**src/rtl/multsum_sched_pkg.sv**
```systemverilog
// Shared types and constants for the multsum scheduler and its arithmetic core.
package multsum_sched_pkg;

  localparam int W_DEF  = 32;
  localparam int DW_DEF = 8;

  typedef enum logic [1:0] {
    S_IDLE = 2'd0,
    S_RUN  = 2'd1,
    S_RESP = 2'd2
  } state_t;

  // Ceiling log2, floored at 1 so a grant index always has at least one bit.
  function automatic int clog2(input int n);
    int r;
    r = 1;
    for (int i = 1; i < 31; i++) begin
      if ((32'sd1 <<< i) < n) begin
        r = i + 1;
      end else begin
        r = r;
      end
    end
    return r;
  endfunction

endpackage

```
**src/rtl/multsum_core.sv**
```systemverilog
// Sum-of-multiples engine: sums k in [0,limit) where k is a multiple of div_a or div_b.
// Uses wrapping residue counters instead of a divider; one k per cycle.
module multsum_core
  import multsum_sched_pkg::*;
#(
  parameter int W  = W_DEF,
  parameter int DW = DW_DEF
) (
  input  logic          clk,
  input  logic          rst,
  input  logic          start,
  input  logic [W-1:0]  limit,
  input  logic [DW-1:0] div_a,
  input  logic [DW-1:0] div_b,
  output logic          done,
  output logic [W-1:0]  sum
);

  logic          run_r;
  logic          done_r;
  logic [W-1:0]  k_r;
  logic [W-1:0]  lim_r;
  logic [W-1:0]  sum_r;
  logic [DW-1:0] da_r;
  logic [DW-1:0] db_r;
  logic [DW-1:0] ra_r;
  logic [DW-1:0] rb_r;
  logic          hit_s;

  assign hit_s = (ra_r == '0) || (rb_r == '0);
  assign done  = done_r;
  assign sum   = sum_r;

  // Iteration engine: start (re)loads the job, then one k per cycle until limit.
  always_ff @(posedge clk) begin
    if (rst) begin
      run_r  <= 1'b0;
      done_r <= 1'b0;
      k_r    <= '0;
      lim_r  <= '0;
      sum_r  <= '0;
      da_r   <= '0;
      db_r   <= '0;
      ra_r   <= '0;
      rb_r   <= '0;
    end else if (start) begin
      lim_r  <= limit;
      da_r   <= div_a;
      db_r   <= div_b;
      k_r    <= '0;
      ra_r   <= '0;
      rb_r   <= '0;
      sum_r  <= '0;
      // An empty range finishes on the very next cycle.
      run_r  <= (limit != '0);
      done_r <= (limit == '0);
    end else if (run_r) begin
      sum_r <= sum_r + (hit_s ? k_r : '0);
      k_r   <= k_r + W'(1);
      ra_r  <= (ra_r == da_r - DW'(1)) ? '0 : ra_r + DW'(1);
      rb_r  <= (rb_r == db_r - DW'(1)) ? '0 : rb_r + DW'(1);
      if (k_r == lim_r - W'(1)) begin
        run_r  <= 1'b0;
        done_r <= 1'b1;
      end else begin
        done_r <= 1'b0;
      end
    end else begin
      done_r <= 1'b0;
    end
  end

endmodule

```
**src/rtl/multsum_sched.sv**
```systemverilog
// Round-robin scheduler sharing one multsum_core among NREQ requesters.
module multsum_sched
  import multsum_sched_pkg::*;
#(
  parameter int NREQ = 4,
  parameter int W    = W_DEF,
  parameter int DW   = DW_DEF,
  localparam int IW  = clog2(NREQ)
) (
  input  logic             clk,
  input  logic             rst,
  input  logic [NREQ-1:0]  req_valid,
  output logic [NREQ-1:0]  req_ready,
  input  logic [NREQ*W-1:0]  req_limit,
  input  logic [NREQ*DW-1:0] req_div_a,
  input  logic [NREQ*DW-1:0] req_div_b,
  output logic [NREQ-1:0]  rsp_valid,
  input  logic [NREQ-1:0]  rsp_ready,
  output logic [W-1:0]     rsp_sum,
  output logic             rsp_err,
  output logic             busy,
  output logic [IW-1:0]    grant_id
);

  localparam logic [NREQ-1:0] ONE_HOT0 = NREQ'(1);

  state_t        state_r;
  logic [IW-1:0] ptr_r;
  logic [IW-1:0] grant_id_r;
  logic [NREQ-1:0] rsp_valid_r;
  logic [W-1:0]  rsp_sum_r;
  logic          rsp_err_r;
  logic          busy_r;
  logic          core_start_r;
  logic [W-1:0]  lim_r;
  logic [DW-1:0] da_r;
  logic [DW-1:0] db_r;

  logic          found_s;
  logic [IW-1:0] grant_s;
  logic [W-1:0]  sel_lim_s;
  logic [DW-1:0] sel_da_s;
  logic [DW-1:0] sel_db_s;
  logic          xfer_s;
  logic          core_done_s;
  logic [W-1:0]  core_sum_s;

  assign rsp_valid = rsp_valid_r;
  assign rsp_sum   = rsp_sum_r;
  assign rsp_err   = rsp_err_r;
  assign busy      = busy_r;
  assign grant_id  = grant_id_r;

  // Round-robin search starting just after the last served requester.
  always_comb begin
    int idx;
    found_s = 1'b0;
    grant_s = '0;
    for (int off = 1; off <= NREQ; off++) begin
      idx = int'(ptr_r) + off;
      if (idx >= NREQ) begin
        idx = idx - NREQ;
      end else begin
        idx = idx;
      end
      if (!found_s && req_valid[idx]) begin
        found_s = 1'b1;
        grant_s = IW'(idx);
      end else begin
        found_s = found_s;
      end
    end
  end

  // Job mux and the combinational accept handshake, only offered in IDLE.
  always_comb begin
    sel_lim_s = req_limit[int'(grant_s)*W  +: W];
    sel_da_s  = req_div_a[int'(grant_s)*DW +: DW];
    sel_db_s  = req_div_b[int'(grant_s)*DW +: DW];
    if ((state_r == S_IDLE) && found_s) begin
      xfer_s    = 1'b1;
      req_ready = ONE_HOT0 << grant_s;
    end else begin
      xfer_s    = 1'b0;
      req_ready = '0;
    end
  end

  // Scheduler FSM: accept a job, run the core, hold the response until taken.
  always_ff @(posedge clk) begin
    if (rst) begin
      state_r      <= S_IDLE;
      ptr_r        <= IW'(NREQ - 1);
      grant_id_r   <= '0;
      rsp_valid_r  <= '0;
      rsp_sum_r    <= '0;
      rsp_err_r    <= 1'b0;
      busy_r       <= 1'b0;
      core_start_r <= 1'b0;
      lim_r        <= '0;
      da_r         <= '0;
      db_r         <= '0;
    end else begin
      case (state_r)
        S_IDLE: begin
          core_start_r <= 1'b0;
          if (xfer_s) begin
            lim_r      <= sel_lim_s;
            da_r       <= sel_da_s;
            db_r       <= sel_db_s;
            grant_id_r <= grant_s;
            busy_r     <= 1'b1;
            if ((sel_da_s == '0) || (sel_db_s == '0)) begin
              // Rejected job: answer immediately, core stays idle.
              state_r     <= S_RESP;
              rsp_valid_r <= ONE_HOT0 << grant_s;
              rsp_err_r   <= 1'b1;
              rsp_sum_r   <= '0;
            end else begin
              state_r      <= S_RUN;
              core_start_r <= 1'b1;
              rsp_err_r    <= 1'b0;
            end
          end else begin
            state_r <= S_IDLE;
          end
        end
        S_RUN: begin
          core_start_r <= 1'b0;
          if (core_done_s) begin
            rsp_sum_r   <= core_sum_s;
            rsp_valid_r <= ONE_HOT0 << grant_id_r;
            state_r     <= S_RESP;
          end else begin
            state_r <= S_RUN;
          end
        end
        S_RESP: begin
          core_start_r <= 1'b0;
          if (rsp_ready[grant_id_r]) begin
            // Served requester becomes lowest priority next round.
            rsp_valid_r <= '0;
            ptr_r       <= grant_id_r;
            busy_r      <= 1'b0;
            state_r     <= S_IDLE;
          end else begin
            state_r <= S_RESP;
          end
        end
        default: begin
          state_r      <= S_IDLE;
          rsp_valid_r  <= '0;
          busy_r       <= 1'b0;
          core_start_r <= 1'b0;
        end
      endcase
    end
  end

  multsum_core #(
    .W  (W),
    .DW (DW)
  ) u_core (
    .clk   (clk),
    .rst   (rst),
    .start (core_start_r),
    .limit (lim_r),
    .div_a (da_r),
    .div_b (db_r),
    .done  (core_done_s),
    .sum   (core_sum_s)
  );

endmodule

```
**config.mk**
```make
export PLATFORM = sky130hd
export DESIGN_NAME = multsum_sched
export DESIGN_NICKNAME = d
export VERILOG_FILES = /design/src/rtl/multsum_sched_pkg.sv /design/src/rtl/multsum_core.sv /design/src/rtl/multsum_sched.sv
export SDC_FILE = /design/constraint.sdc
export NUM_CORES = 1
export LEC_CHECK = 0
export BUFFER_PORTS_ARGS = -buffer_cell sky130_fd_sc_hd__buf_2
export CELL_PAD_IN_SITES_DETAIL_PLACEMENT = 1
export CELL_PAD_IN_SITES_GLOBAL_PLACEMENT = 1
export CORE_UTILIZATION = 41
export DETAILED_ROUTE_END_ITERATION = 8
export GPL_TIMING_DRIVEN = 0
export HOLD_SLACK_MARGIN = 0.12
export PLACE_DENSITY = 0.88
export SYNTH_ARGS = -nofsm -noshare
export SYNTH_HDL_FRONTEND = slang
export SYNTH_SLANG_ARGS = --single-unit
```
**constraint.sdc**
```tcl
create_clock -name clk -period 5.7 [get_ports clk]
set_input_delay 0.285 -clock clk [delete_from_list [all_inputs] [get_ports clk]]
set_output_delay 0.285 -clock clk [all_outputs]
set_load 0.02 [all_outputs]
```
### After elaboration in Yosys (flattened, before gate mapping)

Index checks and enable logic that the tools add are counted.

* register bits after elaboration: 223
* output and inout bits: 44
* input bits: 202
* logic and storage cells: 141

* add/sub/neg operators: 15
* shifts and indexed selects: 5
* reduce and logical (&&, ||, !) cells: 24
* equality and inequality tests: 9
* order comparisons: 9
* bitwise operators: 3
* muxes and demuxes: 56

Operators with widths (count)
* 2-to-1 mux 32 bit: 8
* < comparator 32 x 4 -> 1 bit (second input constant): 4
* variable part select 128 x 8 -> 32 bit: 1
* one-hot mux 32 bit (2 select lines): 1
* variable part select 32 x 6 -> 8 bit: 2
* adder 32 x 1 -> 32 bit (second input constant): 1
* adder 32 bit: 1
* equality test 32 bit: 1
* zero test 32 bit: 1
* zero test 8 bit: 4
* nonzero test 32 bit: 1
* subtractor 32 x 1 -> 32 bit (second input constant): 1
* 2-to-1 mux 1 bit: 24
* 2-to-1 mux 4 bit: 5
* adder 8 x 1 -> 8 bit (second input constant): 2
* equality test 8 bit: 2
* 2-to-1 mux 2 bit: 8
* 2-to-1 mux 8 bit: 2
* subtractor 8 x 1 -> 8 bit (second input constant): 2
* one-hot mux 4 bit (3 select lines): 1
* subtractor 3 x 3 -> 4 bit (second input constant): 3
* binary-select mux 1 bit (select 2 bit): 5
* >= comparator 3 bit (second input constant): 3
* AND reduction 4 bit: 2
* 23 further kinds: 36

### Longest topological paths before layout

* depth after elaboration: 22
* gate-level depth with buffers: 18
* mapped depth without buffers: 17

### Cells and area by module

Synthesis repeated with hierarchy kept, for this count alone.

* cells, all modules: 1862
* area, all modules: 14338.8 um^2

By module, submodules not included
* multsum_core: seq. area each 2602.5 um^2, cells an instance 1039, times used 1, area each 8533.2 um^2
* multsum_sched: seq. area each 1861.8 um^2, cells an instance 823, times used 1, area each 5805.6 um^2

### Worst setup path before layout

No wires, ideal clock.

* path kind: flip-flop to flip-flop
* from: register u_core.rb_r[0]
* to: register u_core.sum_r[31] (netlist: u_core.sum[31])
* buffers on the path: 2
* arrival time: 4.356 ns
* stages on the path, launching flop included: 18
* setup slack: 1.274 ns
* data required time: 5.630 ns
* path through: dfxtp_1 > clkbuf_1 > inv_1 > ha_1 > or4b_2 > o41ai_1 > clkbuf_1 > and2_1 > ha_1 > a21oi_1 > nor2_1 > or3_1 > a2111oi_0 > o211ai_1 > nand3_1 > a31oi_1 > or4_1 > a21oi_1

* word-level cells in the longest chain between the ends: 4

RTL lines
* from (decl): line multsum_core.sv:27 `logic [DW-1:0] rb_r;`
* from (signal assigned): line multsum_core.sv:61 `rb_r <= (rb_r == db_r - DW'(1)) ? '0 : rb_r + DW'(1);`
* zero test 8 bit: line multsum_core.sv:30 `assign hit_s = (ra_r == '0) || (rb_r == '0);`
* logical OR 1 bit: line multsum_core.sv:30
* 2-to-1 mux 32 bit: line multsum_core.sv:58 `sum_r <= sum_r + (hit_s ? k_r : '0);`
* adder 32 bit: line multsum_core.sv:58
* to (signal assigned): line multsum_core.sv:58
* to (decl): line multsum_core.sv:23 `logic [W-1:0] sum_r;`

Every way passes these cells.
A chain may end at the register's enable or synchronous reset.

### Final worst setup path

Same ends and word-level chain as after synthesis.

==> qor.txt <==
Post-DP HPWL - 35.9 mm
Die height - 181 um
Placed cells - 2,356
Max-slew violation count - 0
Critical path class - flip-flop to flip-flop
Post-synth EDFFs - 0
1st-pass router iterations - 8
Hold Startpoint - req_limit[21]
DR WL/cell - 19.1 um
Lkg Pwr - 6.72 nW
DRT Wirelength - 45.9 mm
Top post-synthesis cells by area - dfxtp_1 34%, nand2_1 7.9%, mux2i_1 6.8%, nand3_1 6.2%, nor2_1 4.8%
Number of CTS-inserted buffers - 25
Vias in the first global route - 14.1k
FILL cells - 4,020
Total gr overflow - 0
Initial antenna violation count - 1
Top cells by count, synth - 276 x nand2_1, 223 x dfxtp_1, 167 x nor2_1
Period utilization - 0.953
# IOs - 246
Crit end category - flip-flop
Power Dens Cells - 271 nW/um^2
Fin nets - 2,223
Cell accounting for the most synthesized area - dfxtp_1
Critical Path AT - 5.89 ns
Setup WS post-layout - 0.265 ns
Finished Layout Cells - 2,401
Share of post-route cells with drive strength above 1 - 0.156
Nets in the synthesized netlist - 1,952
Syn. warnings - 0
Initial Util - 0.417
Dpl ws - -0.324 ns
Final Setup Violations - 0
IO buf count - 244
Fmax - 184 MHz
Startpoint Class - flip-flop
Register bit total from synthesis - 223
FF/Latch Area - 4460 sq um
Die area - 32,800 sq um
Final Hold Vio Count - 0
CP startpoint - u_core.rb_r[0]
Average size of a mapped cell - 7.70 sq um
Initial detailed-routing violation count - 702
Worst slew pin tran - 1.09 ns
CTS tree - built
First-pass GRT wire length - 73.7 mm
Most instantiated library cell after synthesis - nand2_1
Post-synth top flop - dfxtp_1
Clock latency on the worst-skew pair - 0.52 ns
Hold Crit Class - input pin to flip-flop
Hold_buf cts - 0
RSZ-0062 raised after global routing - false
Share of Yosys cell area claimed by the top area cell type - 0.339
DRT antenna net count - 0
Post-Route Skew - 0.0181 ns
CTS root buffer - clkbuf_16
CTS clock-pin slew for the worst setup and hold paths - 0.06 ns
Max VDD drop - 0.000175 V
Area growth from synthesis to layout - 19.5%
Netlist cell types - 71
# rows - 65
Post-cts resize count - 2
Area of the multi-input gates - 8200 sq um
Critical Path RT - 6.15 ns
Syn Inst Count - 1,710
Clock Path Buffers - 3
Final period demand of the worst path - 5.43 ns
DRC - 0
Slew HR - 0.266
Fraction of registers with async set or reset after synthesis - 0
Seq/Total Area, Yosys - 0.339
Netlist Area Pre-Place - 13,200 sq um
Sink Count - 223
Placer congestion estimate - 0.964
Critical Path Fanout Max - 10
Post-DR vias/cell - 5.66
Largest net degree at the start of global routing - 14
Via count - 13.6k
H-Tree Level Count - 1
Status - finished, final reports clean
Worst reg2reg path startpoint - u_core.rb_r[0]
Total track usage - 0.275
Post-CTS setup buffer count - 0
Max cap viols - 0
Die W - 181 um
Core ar. - 31,600 sq um
worst paths after layout:
kind / endpoint / slack, ns / cells after the start
setup / recovery: u_core.sum[31] / 0.27 / 17
hold / removal: lim_r[21] / 0.16 / 5
setup reg to reg: u_core.sum[31] / 0.27 / 17
hold reg to reg: da_r[2] / 0.47 / 2
worst max-delay path: stages, from the launching register on:
cell,delay (ns)
dfxtp_1,0.32
clkbuf_1,0.18
inv_1,0.09
ha_1,0.16
or4b_2,0.64
o41ai_4,0.45
clkbuf_1,0.37
and2_1,0.29
ha_1,0.26
a21oi_1,0.18
nor2_1,0.10
or3_1,0.44
a2111oi_1,0.69
o211ai_1,0.31
nand3_1,0.20
a31oi_1,0.13
or4_1,0.40
a21oi_1,0.14
layout by cell type (no fill, tap or decap), types with 6 or more instances in the layout:
cell	netlist	routed
nand2b_1	12	12
buf_1	12	12
clkbuf_1	84	87
nand2_1	276	276
nor2b_1	8	8
nor4_1	29	29
and2_1	34	34
a21o_1	14	14
mux2i_1	89	89
a31oi_1	19	19
clkinv_2	0	8
clkbuf_16	0	25
a211oi_1	10	10
nand3_1	162	162
nor3_1	30	30
a211o_1	10	10
nand4_1	25	25
o211ai_1	6	6
dfxtp_1	223	223
a21oi_1	103	103
o31ai_1	6	6
or3_1	17	17
inv_1	30	30
a22o_1	32	32
xor2_1	52	52
o21ai_0	43	43
nor2_1	167	167
and3_1	15	15
ha_1	39	39
xnor2_1	71	71
buf_2	7	251
state kept, by name, indices dropped and copies added (netlist names), 4 cells and up:
register and cells:
da_r 8, db_r 8, lim_r 32, rsp_sum 32, rsp_valid 4, u_core.da_r 8, u_core.db_r 8, u_core.k_r 32
u_core.lim_r 32, u_core.ra_r 8, u_core.rb_r 8, u_core.sum 32
cells by family (layout without fill, tap and decap cells):
kind of cell / Yosys count / count (layout) / share of synthesized area
other cells: 0 / 1 / 0
simple gates: 812 / 812 / 0.290
flops: 223 / 223 / 0.339
mux: 90 / 90 / 0.0694
xor+xnor: 123 / 123 / 0.0818
compound gates: 287 / 287 / 0.141
fa+ha+maj: 40 / 40 / 0.0386
buf+inv: 135 / 423 / 0.0400
routing by layer:
metal	track usage	up-vias	part of all wire
li1	-	6564	-
met1	0.339	6536	0.43
met2	0.501	413	0.50
met3	0.0270	88	0.049
met4	0.0810	0	0.025
met5	0	-	0
metrics by stage:
step / setup TNS (ns) / area, sq um / util / power, W / hold slack, ns
6_report: 0 / 15700 / 0.499 / 0.00427 / 0.162
3_5_place_dp: -0.647 / 14900 / 0.472 / 0.00269 / 0.451
3_3_place_gp: -0.150 / 14900 / 0.472 / 0.00265 / 0.446
4_1_cts: 0 / 15700 / 0.498 / 0.00428 / 0.139
2_1_floorplan: 0 / 13200 / - / 0.00236 / 0.436
5_1_grt: 0 / 15700 / 0.499 / 0.00445 / 0.171
where the power goes:
group          switching, W  leakage (nW)  internal (W)
combinational      0.000589          4.50      0.000360
clock              0.000637         0.412      0.000957
sequential        0.0000848          1.81       0.00164
total               0.00131          6.72       0.00296
area by class of cell:
cell class | instances | share of cell area
clock buffers | 33 | 0.0448
well taps | 402 | 0.0320
plain buffers | 105 | 0.0263
clock inverters | 11 | 0.00692
inverters | 30 | 0.00716
repair buffers | 244 | 0.0776
diodes | 1 | 0.000159
multi-input cells | 1352 | 0.521
flip-flops and latches | 223 | 0.284
Note: power is estimated with default switching activity, not from simulation.
